**src/rtl/dma_addr_gen_if.sv**
```systemverilog
// Memory-side bus of the DMA address generator: request/qualifier/address/write data
// flow out from the generator, the completion strobe and read data flow back in.
interface dma_addr_gen_if;
    logic [15:0] addr;
    logic        mem_req;
    logic        mem_we;
    logic [7:0]  mem_wdata;
    logic        mem_ack;
    logic [7:0]  mem_rdata;

    modport master (
        output addr,
        output mem_req,
        output mem_we,
        output mem_wdata,
        input  mem_ack,
        input  mem_rdata
    );

    modport slave (
        input  addr,
        input  mem_req,
        input  mem_we,
        input  mem_wdata,
        output mem_ack,
        output mem_rdata
    );
endinterface

```
**src/rtl/dma_addr_gen.sv**
```systemverilog
// 2-D DMA address generator with a single-outstanding memory cycle FSM,
// read-modify-write tracking and a sticky protocol error flag.
module dma_addr_gen (
    input  logic                 clk,
    input  logic                 rstb,
    input  logic [2:0]           adctlb,
    input  logic [15:0]          cfg_base,
    input  logic [7:0]           cfg_xcnt,
    input  logic [7:0]           cfg_ycnt,
    input  logic [15:0]          cfg_ystride,
    input  logic                 cfg_rmw,
    dma_addr_gen_if.master       bus,
    output logic                 xskip,
    output logic                 yskip,
    output logic                 page,
    output logic                 rmwb,
    output logic                 busy,
    output logic                 err
);

    localparam logic [2:0] C_HOLD  = 3'd0;
    localparam logic [2:0] C_LOAD  = 3'd1;
    localparam logic [2:0] C_XSTEP = 3'd2;
    localparam logic [2:0] C_YSTEP = 3'd3;
    localparam logic [2:0] C_READ  = 3'd4;
    localparam logic [2:0] C_WRITE = 3'd5;

    typedef enum logic [1:0] {
        ST_IDLE    = 2'd0,
        ST_RD_WAIT = 2'd1,
        ST_WR_WAIT = 2'd2
    } state_t;

    state_t      state_r, state_s;
    logic [15:0] addr_r, addr_s;
    logic [15:0] rowbase_r, rowbase_s;
    logic [7:0]  xrem_r, xrem_s;
    logic [7:0]  yrem_r, yrem_s;
    logic [7:0]  data_r, data_s;
    logic        mem_req_r, mem_req_s;
    logic        mem_we_r, mem_we_s;
    logic        rmwb_r, rmwb_s;
    logic        err_r, err_s;
    logic [2:0]  code_s;
    logic [15:0] next_row_s;

    // Next-state and next-register computation for the address datapath and memory FSM.
    always_comb begin
        state_s    = state_r;
        addr_s     = addr_r;
        rowbase_s  = rowbase_r;
        xrem_s     = xrem_r;
        yrem_s     = yrem_r;
        data_s     = data_r;
        mem_req_s  = mem_req_r;
        mem_we_s   = mem_we_r;
        rmwb_s     = rmwb_r;
        err_s      = err_r;
        code_s     = ~adctlb;
        next_row_s = rowbase_r + cfg_ystride;

        case (state_r)
            ST_IDLE: begin
                case (code_s)
                    C_HOLD: begin
                        state_s = ST_IDLE;
                    end
                    C_LOAD: begin
                        addr_s    = cfg_base;
                        rowbase_s = cfg_base;
                        xrem_s    = cfg_xcnt;
                        yrem_s    = cfg_ycnt;
                        // A LOAD in the middle of an RMW pair is flagged but still performed.
                        if (!rmwb_r) begin
                            err_s = 1'b1;
                        end else begin
                            err_s = err_r;
                        end
                    end
                    C_XSTEP: begin
                        addr_s = addr_r + 16'd1;
                        if (xrem_r == 8'd0) begin
                            err_s = 1'b1;
                        end else begin
                            xrem_s = xrem_r - 8'd1;
                        end
                    end
                    C_YSTEP: begin
                        rowbase_s = next_row_s;
                        addr_s    = next_row_s;
                        xrem_s    = cfg_xcnt;
                        if (yrem_r == 8'd0) begin
                            err_s = 1'b1;
                        end else begin
                            yrem_s = yrem_r - 8'd1;
                        end
                    end
                    C_READ: begin
                        state_s   = ST_RD_WAIT;
                        mem_req_s = 1'b1;
                        mem_we_s  = 1'b0;
                        if (cfg_rmw) begin
                            rmwb_s = 1'b0;
                        end else begin
                            rmwb_s = rmwb_r;
                        end
                    end
                    C_WRITE: begin
                        state_s   = ST_WR_WAIT;
                        mem_req_s = 1'b1;
                        mem_we_s  = 1'b1;
                    end
                    default: begin
                        err_s = 1'b1;
                    end
                endcase
            end
            ST_RD_WAIT: begin
                if (code_s != C_HOLD) begin
                    err_s = 1'b1;
                end else begin
                    err_s = err_r;
                end
                if (bus.mem_ack) begin
                    data_s    = bus.mem_rdata;
                    mem_req_s = 1'b0;
                    state_s   = ST_IDLE;
                end else begin
                    state_s = ST_RD_WAIT;
                end
            end
            ST_WR_WAIT: begin
                if (code_s != C_HOLD) begin
                    err_s = 1'b1;
                end else begin
                    err_s = err_r;
                end
                if (bus.mem_ack) begin
                    mem_req_s = 1'b0;
                    mem_we_s  = 1'b0;
                    rmwb_s    = 1'b1;
                    state_s   = ST_IDLE;
                end else begin
                    state_s = ST_WR_WAIT;
                end
            end
            default: begin
                state_s   = ST_IDLE;
                mem_req_s = 1'b0;
                mem_we_s  = 1'b0;
                err_s     = 1'b1;
            end
        endcase
    end

    // State and datapath registers; reset drops any outstanding request.
    always_ff @(posedge clk) begin
        if (!rstb) begin
            state_r   <= ST_IDLE;
            addr_r    <= 16'd0;
            rowbase_r <= 16'd0;
            xrem_r    <= 8'd0;
            yrem_r    <= 8'd0;
            data_r    <= 8'd0;
            mem_req_r <= 1'b0;
            mem_we_r  <= 1'b0;
            rmwb_r    <= 1'b1;
            err_r     <= 1'b0;
        end else begin
            state_r   <= state_s;
            addr_r    <= addr_s;
            rowbase_r <= rowbase_s;
            xrem_r    <= xrem_s;
            yrem_r    <= yrem_s;
            data_r    <= data_s;
            mem_req_r <= mem_req_s;
            mem_we_r  <= mem_we_s;
            rmwb_r    <= rmwb_s;
            err_r     <= err_s;
        end
    end

    assign bus.addr      = addr_r;
    assign bus.mem_req   = mem_req_r;
    assign bus.mem_we    = mem_we_r;
    assign bus.mem_wdata = data_r;
    assign xskip         = (xrem_r == 8'd0);
    assign yskip         = (yrem_r == 8'd0);
    assign page          = (addr_r[7:0] == 8'hFF);
    assign rmwb          = rmwb_r;
    assign busy          = (state_r != ST_IDLE);
    assign err           = err_r;

endmodule

```
**src/flat_wrapper.sv**
```systemverilog
// flat-port wrapper written by rule: the top's interface ports become plain ports
module dma_addr_gen_flat 
  (clk, rstb, adctlb, cfg_base, cfg_xcnt, cfg_ycnt, cfg_ystride, cfg_rmw, xskip, yskip, page, rmwb, busy, err, bus_addr, bus_mem_req, bus_mem_we, bus_mem_wdata, bus_mem_ack, bus_mem_rdata);
  dma_addr_gen_if bus_i ();
  input  logic clk;
  input  logic rstb;
  input  logic [2:0] adctlb;
  input  logic [15:0] cfg_base;
  input  logic [7:0] cfg_xcnt;
  input  logic [7:0] cfg_ycnt;
  input  logic [15:0] cfg_ystride;
  input  logic cfg_rmw;
  output logic xskip;
  output logic yskip;
  output logic page;
  output logic rmwb;
  output logic busy;
  output logic err;
  output wire logic [$bits(bus_i.addr)-1:0] bus_addr;
  output wire logic [$bits(bus_i.mem_req)-1:0] bus_mem_req;
  output wire logic [$bits(bus_i.mem_we)-1:0] bus_mem_we;
  output wire logic [$bits(bus_i.mem_wdata)-1:0] bus_mem_wdata;
  input wire logic [$bits(bus_i.mem_ack)-1:0] bus_mem_ack;
  input wire logic [$bits(bus_i.mem_rdata)-1:0] bus_mem_rdata;
  assign bus_addr = bus_i.addr;
  assign bus_mem_req = bus_i.mem_req;
  assign bus_mem_we = bus_i.mem_we;
  assign bus_mem_wdata = bus_i.mem_wdata;
  assign bus_i.mem_ack = bus_mem_ack;
  assign bus_i.mem_rdata = bus_mem_rdata;
  dma_addr_gen u_core (.clk(clk), .rstb(rstb), .adctlb(adctlb), .cfg_base(cfg_base), .cfg_xcnt(cfg_xcnt), .cfg_ycnt(cfg_ycnt), .cfg_ystride(cfg_ystride), .cfg_rmw(cfg_rmw), .bus(bus_i), .xskip(xskip), .yskip(yskip), .page(page), .rmwb(rmwb), .busy(busy), .err(err));
endmodule
```
**config.mk**
```make
export PLATFORM = sky130hd
export DESIGN_NAME = dma_addr_gen_flat
export DESIGN_NICKNAME = d
export VERILOG_FILES = /design/src/rtl/dma_addr_gen_if.sv /design/src/rtl/dma_addr_gen.sv /design/src/flat_wrapper.sv
export SDC_FILE = /design/constraint.sdc
export NUM_CORES = 1
export LEC_CHECK = 0
export CORE_UTILIZATION = 50
export DETAILED_ROUTE_END_ITERATION = 6
export GPL_ROUTABILITY_DRIVEN = 0
export GPL_TIMING_DRIVEN = 0
export PLACE_DENSITY = 0.8
export RECOVER_POWER = 100
export SLEW_MARGIN = 20
export SYNTH_ARGS = -nofsm -noshare
export SYNTH_HDL_FRONTEND = slang
export SYNTH_SLANG_ARGS = --single-unit
export TNS_END_PERCENT = 5
```
**constraint.sdc**
```tcl
create_clock -name clk -period 4.8 [get_ports clk]
set_input_delay 0.96 -clock clk [delete_from_list [all_inputs] [get_ports clk]]
set_output_delay 0.96 -clock clk [all_outputs]
set_load 0.03 [all_outputs]
```
==> flow_metrics.env <==
export IMPL_yosysSeqAreaShare_pct=29.92
export IMPL_clkPwrFrac_pct=34.4
export IMPL_drive_gt1_share_pct=3.910
export IMPL_wl_um=13300
export IMPL_multi_input_area_sq_um=2685
export IMPL_vias_per_cell=6.186
export IMPL_combPwrFrac_pct=28.8
export IMPL_insertion_delay_ns=0.36
export IMPL_grtUsageTotal_pct=31.63
export IMPL_crit_path_start_kind="input pin"
export IMPL_outcome="completed"
export IMPL_p_sw_share_pct=33.14
export IMPL_path_class="input pin to flip-flop"
export IMPL_ir_worst_vdd_v=0.0002001
export IMPL_cpMaxStageDelayCell="nor3_1"
export IMPL_cts_setup_buffers=0
export IMPL_place_inst=751
export IMPL_fmax_ghz=0.2640
export IMPL_clock_sinks=62
export IMPL_final_nets=748
export IMPL_power_leakage_nw=2.093
export IMPL_die_h_um=93.08
export IMPL_synth_cells=556
export IMPL_die_area_sq_um=8664
export IMPL_fillers=681
export IMPL_grt_start_max_net_pins=12
export IMPL_antenna_found_initial=0
export IMPL_cp_max_fo=10
export IMPL_initial_utilization_pct=52.59
export IMPL_synth_warnings=0
export IMPL_grt_overflow=0
export IMPL_arrival_ns=4.07
export IMPL_critPathMostFrequentCell="clkbuf_1"
export IMPL_synthArstFlopShare_pct=0
export IMPL_p_switching_uw=528.2
export IMPL_worst_slew_pin_slew_ns=0.9275
export IMPL_max_stage_delay_ns=0.77
export IMPL_num_vias=4745
export IMPL_cp_end_kind="flip-flop"
export IMPL_cts_root_buffer="clkbuf_8"
export IMPL_fin_worst_skew_ns=0.008915
export IMPL_path_clk_slew_ns=0.08
export IMPL_intPower_mw=1.066
export IMPL_period_share_pct=78.92
export IMPL_final_cell_mix="a21oi_1, dfxtp_1, nand2_1, clkdlybuf4s50_1, nor2_1"
export IMPL_tns_ns=0
export IMPL_path_cells="dlygate4sd3_1 > clkbuf_1 > inv_1 > nor3_1 > o21ai_0 > clkbuf_1 > a211oi_1 > a21oi_1 > nor2_1"
export IMPL_grt_busiest_layer="met2"
export IMPL_die_x_um=93.08
export IMPL_setup_viol=0
export IMPL_hpwl_um=9733
export IMPL_rsz0062_at_grt="false"
export IMPL_register_area_sq_um=1241
export IMPL_synth_edf_count=0
export IMPL_synthFlopType="dfxtp_1"
export IMPL_fin_crit_ns=3.788
export IMPL_syn_area_sq_um=4148
export IMPL_area_growth_pct=30.50
export IMPL_synth_seq_cells=62
export IMPL_dr_pass1_iters=6
export IMPL_use_met1_pct=42.91
export IMPL_io_buffers=93
export IMPL_final_common_cell="a21oi_1"
export IMPL_hold_viol_final=0
export IMPL_htree_levels=3
export IMPL_synth_cell_types=61
export IMPL_hp_class="flip-flop to flip-flop"
export IMPL_avgSynthCellArea_sq_um=7.460
export IMPL_io_pins=95
export IMPL_syn_nets=644
export IMPL_antenna_cells=0
export IMPL_use_met3_pct=4.309
export IMPL_worstPathRequired_ns=5.09
export IMPL_drv_slew=0
export IMPL_grt_pass1_wl_um=21490
export IMPL_fin_cells=767
export IMPL_drc_errors=0
export IMPL_cap_violations=0
export IMPL_met2_usage_pct=50.06
export IMPL_drt_iter0_drc=502
export IMPL_cts_buffer_depth=2
export IMPL_powerDensity_nw_per_um2=294.5
export IMPL_path_delay_family="buffers and inverters"
export IMPL_ant_nets=0
export IMPL_numCtsBuffers=9
export IMPL_rows=32
export IMPL_cts_hold_buffers=0
export IMPL_share_seq_of_total_power_pct=36.7
export IMPL_grt_pass1_vias=4450
export IMPL_cts_tree="built"
export IMPL_detail_route_wl_per_cell_um=17.34
export IMPL_cts_resized=0
export IMPL_slew_headroom_pct=37.69
export IMPL_path_buf_inv=4
export IMPL_core_area_sq_um=7888
## per-stage QoR
step | hold WS (ns) | setup slack [ns] | util [%] | power, mW | instance area (sq um)
final | 0.4544 | 1.012 | 68.62 | 1.594 | 5413
after global routing | 0.4880 | 0.7712 | 68.62 | 1.659 | 5413
after CTS | 0.4610 | 1.285 | 68.96 | 1.593 | 5439
after detailed placement | 0.4503 | 0.9825 | 66.01 | 1.053 | 5206
after global placement | 0.4429 | 1.023 | 66.01 | 1.041 | 5206
after floorplan | 0.4356 | 1.925 | - | 0.8844 | 4148
## routing by layer
metal	up-vias	routed length, um
li1	2249	-
met1	2189	5852
met2	281	5951
met3	26	1219
met4	0	272
met5	-	0
## state kept, by name (all words and copies together), names as in the netlist
register and count:
u_core.bus.addr 16, u_core.bus.mem_req 1, u_core.bus.mem_wdata 8, u_core.bus.mem_we 1, u_core.err 1, u_core.rmwb 1, u_core.rowbase_r 16, u_core.state_r 2
u_core.xrem_r 8, u_core.yrem_r 8
## worst register-to-register path, stage by stage, from the launching register on
cell      delay, ns
dfxtp_1        0.35
inv_1          0.09
ha_1           0.25
inv_1          0.16
nor3_1         0.79
o21ai_0        0.54
clkbuf_1       0.34
a211oi_1       0.24
a21oi_1        0.07
nor2_1         0.09
## path summary, 6_finish.rpt
path | from | end | slack [ns] | cells after the start
max | adctlb[2] | u_core.yrem_r[1] | 1.01 | 9
min | u_core.bus.mem_wdata[5] | u_core.bus.mem_wdata[5] | 0.45 | 2
max reg2reg | u_core.state_r[1] | u_core.yrem_r[1] | 1.81 | 9
min reg2reg | u_core.bus.mem_wdata[5] | u_core.bus.mem_wdata[5] | 0.45 | 2
## cell type report
cell class	instances	share of cell area, %
clock inverter	5	1.503
clock buffer	11	2.797
inverter	16	1.110
sequential	62	22.93
buffer	34	2.497
multi-input combinational	444	49.61
tap	102	2.358
timing repair buffer	93	17.20
## synth_stat cells, types with 5 or more instances
cell      instances  share of area, %
a21o_1            8               1.4
and2_1            9               1.4
xor2_1            5               1.1
a211oi_1         10               1.8
nor2_1           52               4.7
nand2_1          58               5.2
nor3_1           17               2.1
nand4_1           6              0.91
nor2b_1           5              0.75
dfxtp_1          62                30
xnor2_1           6               1.3
a31oi_1           6              0.91
nand2b_1          6              0.91
a22oi_1          11               2.0
o21a_1           10               1.8
a21oi_1          67               8.1
o21ai_0          46               5.6
o211ai_1          9               1.6
buf_2             5              0.60
ha_1             24               7.2
nand3_1          20               2.4
inv_1            15               1.4
nor4_1            6              0.91
clkbuf_1         26               2.4
## kinds of logic (layout without fill, tap and decap cells)
family                     count (synthesis)  in the layout  synth area share, %
AOI/OAI and AO/OA                        206            206                31.25
xor gates and xnor gates                  11             11                2.323
adders and majority gates                 25             25                7.723
buffers and inverters                     50            159                4.856
DFF                                       62             62                29.92
muxes                                      4              4               0.9653
and+or+nand+nor                          198            198                22.96
## power groups by stage
| stage | clock network, mW | registers [mW] | logic, mW |
|---|---|---|---|
| global placement | 0 | 0.595 | 0.446 |
| global route | 0.569 | 0.589 | 0.500 |
| CTS | 0.548 | 0.585 | 0.460 |
| floorplan | 0 | 0.614 | 0.270 |
| detailed placement | 0 | 0.597 | 0.457 |
| finish | 0.549 | 0.586 | 0.460 |
No activity file was read; power rests on OpenSTA's default activity.
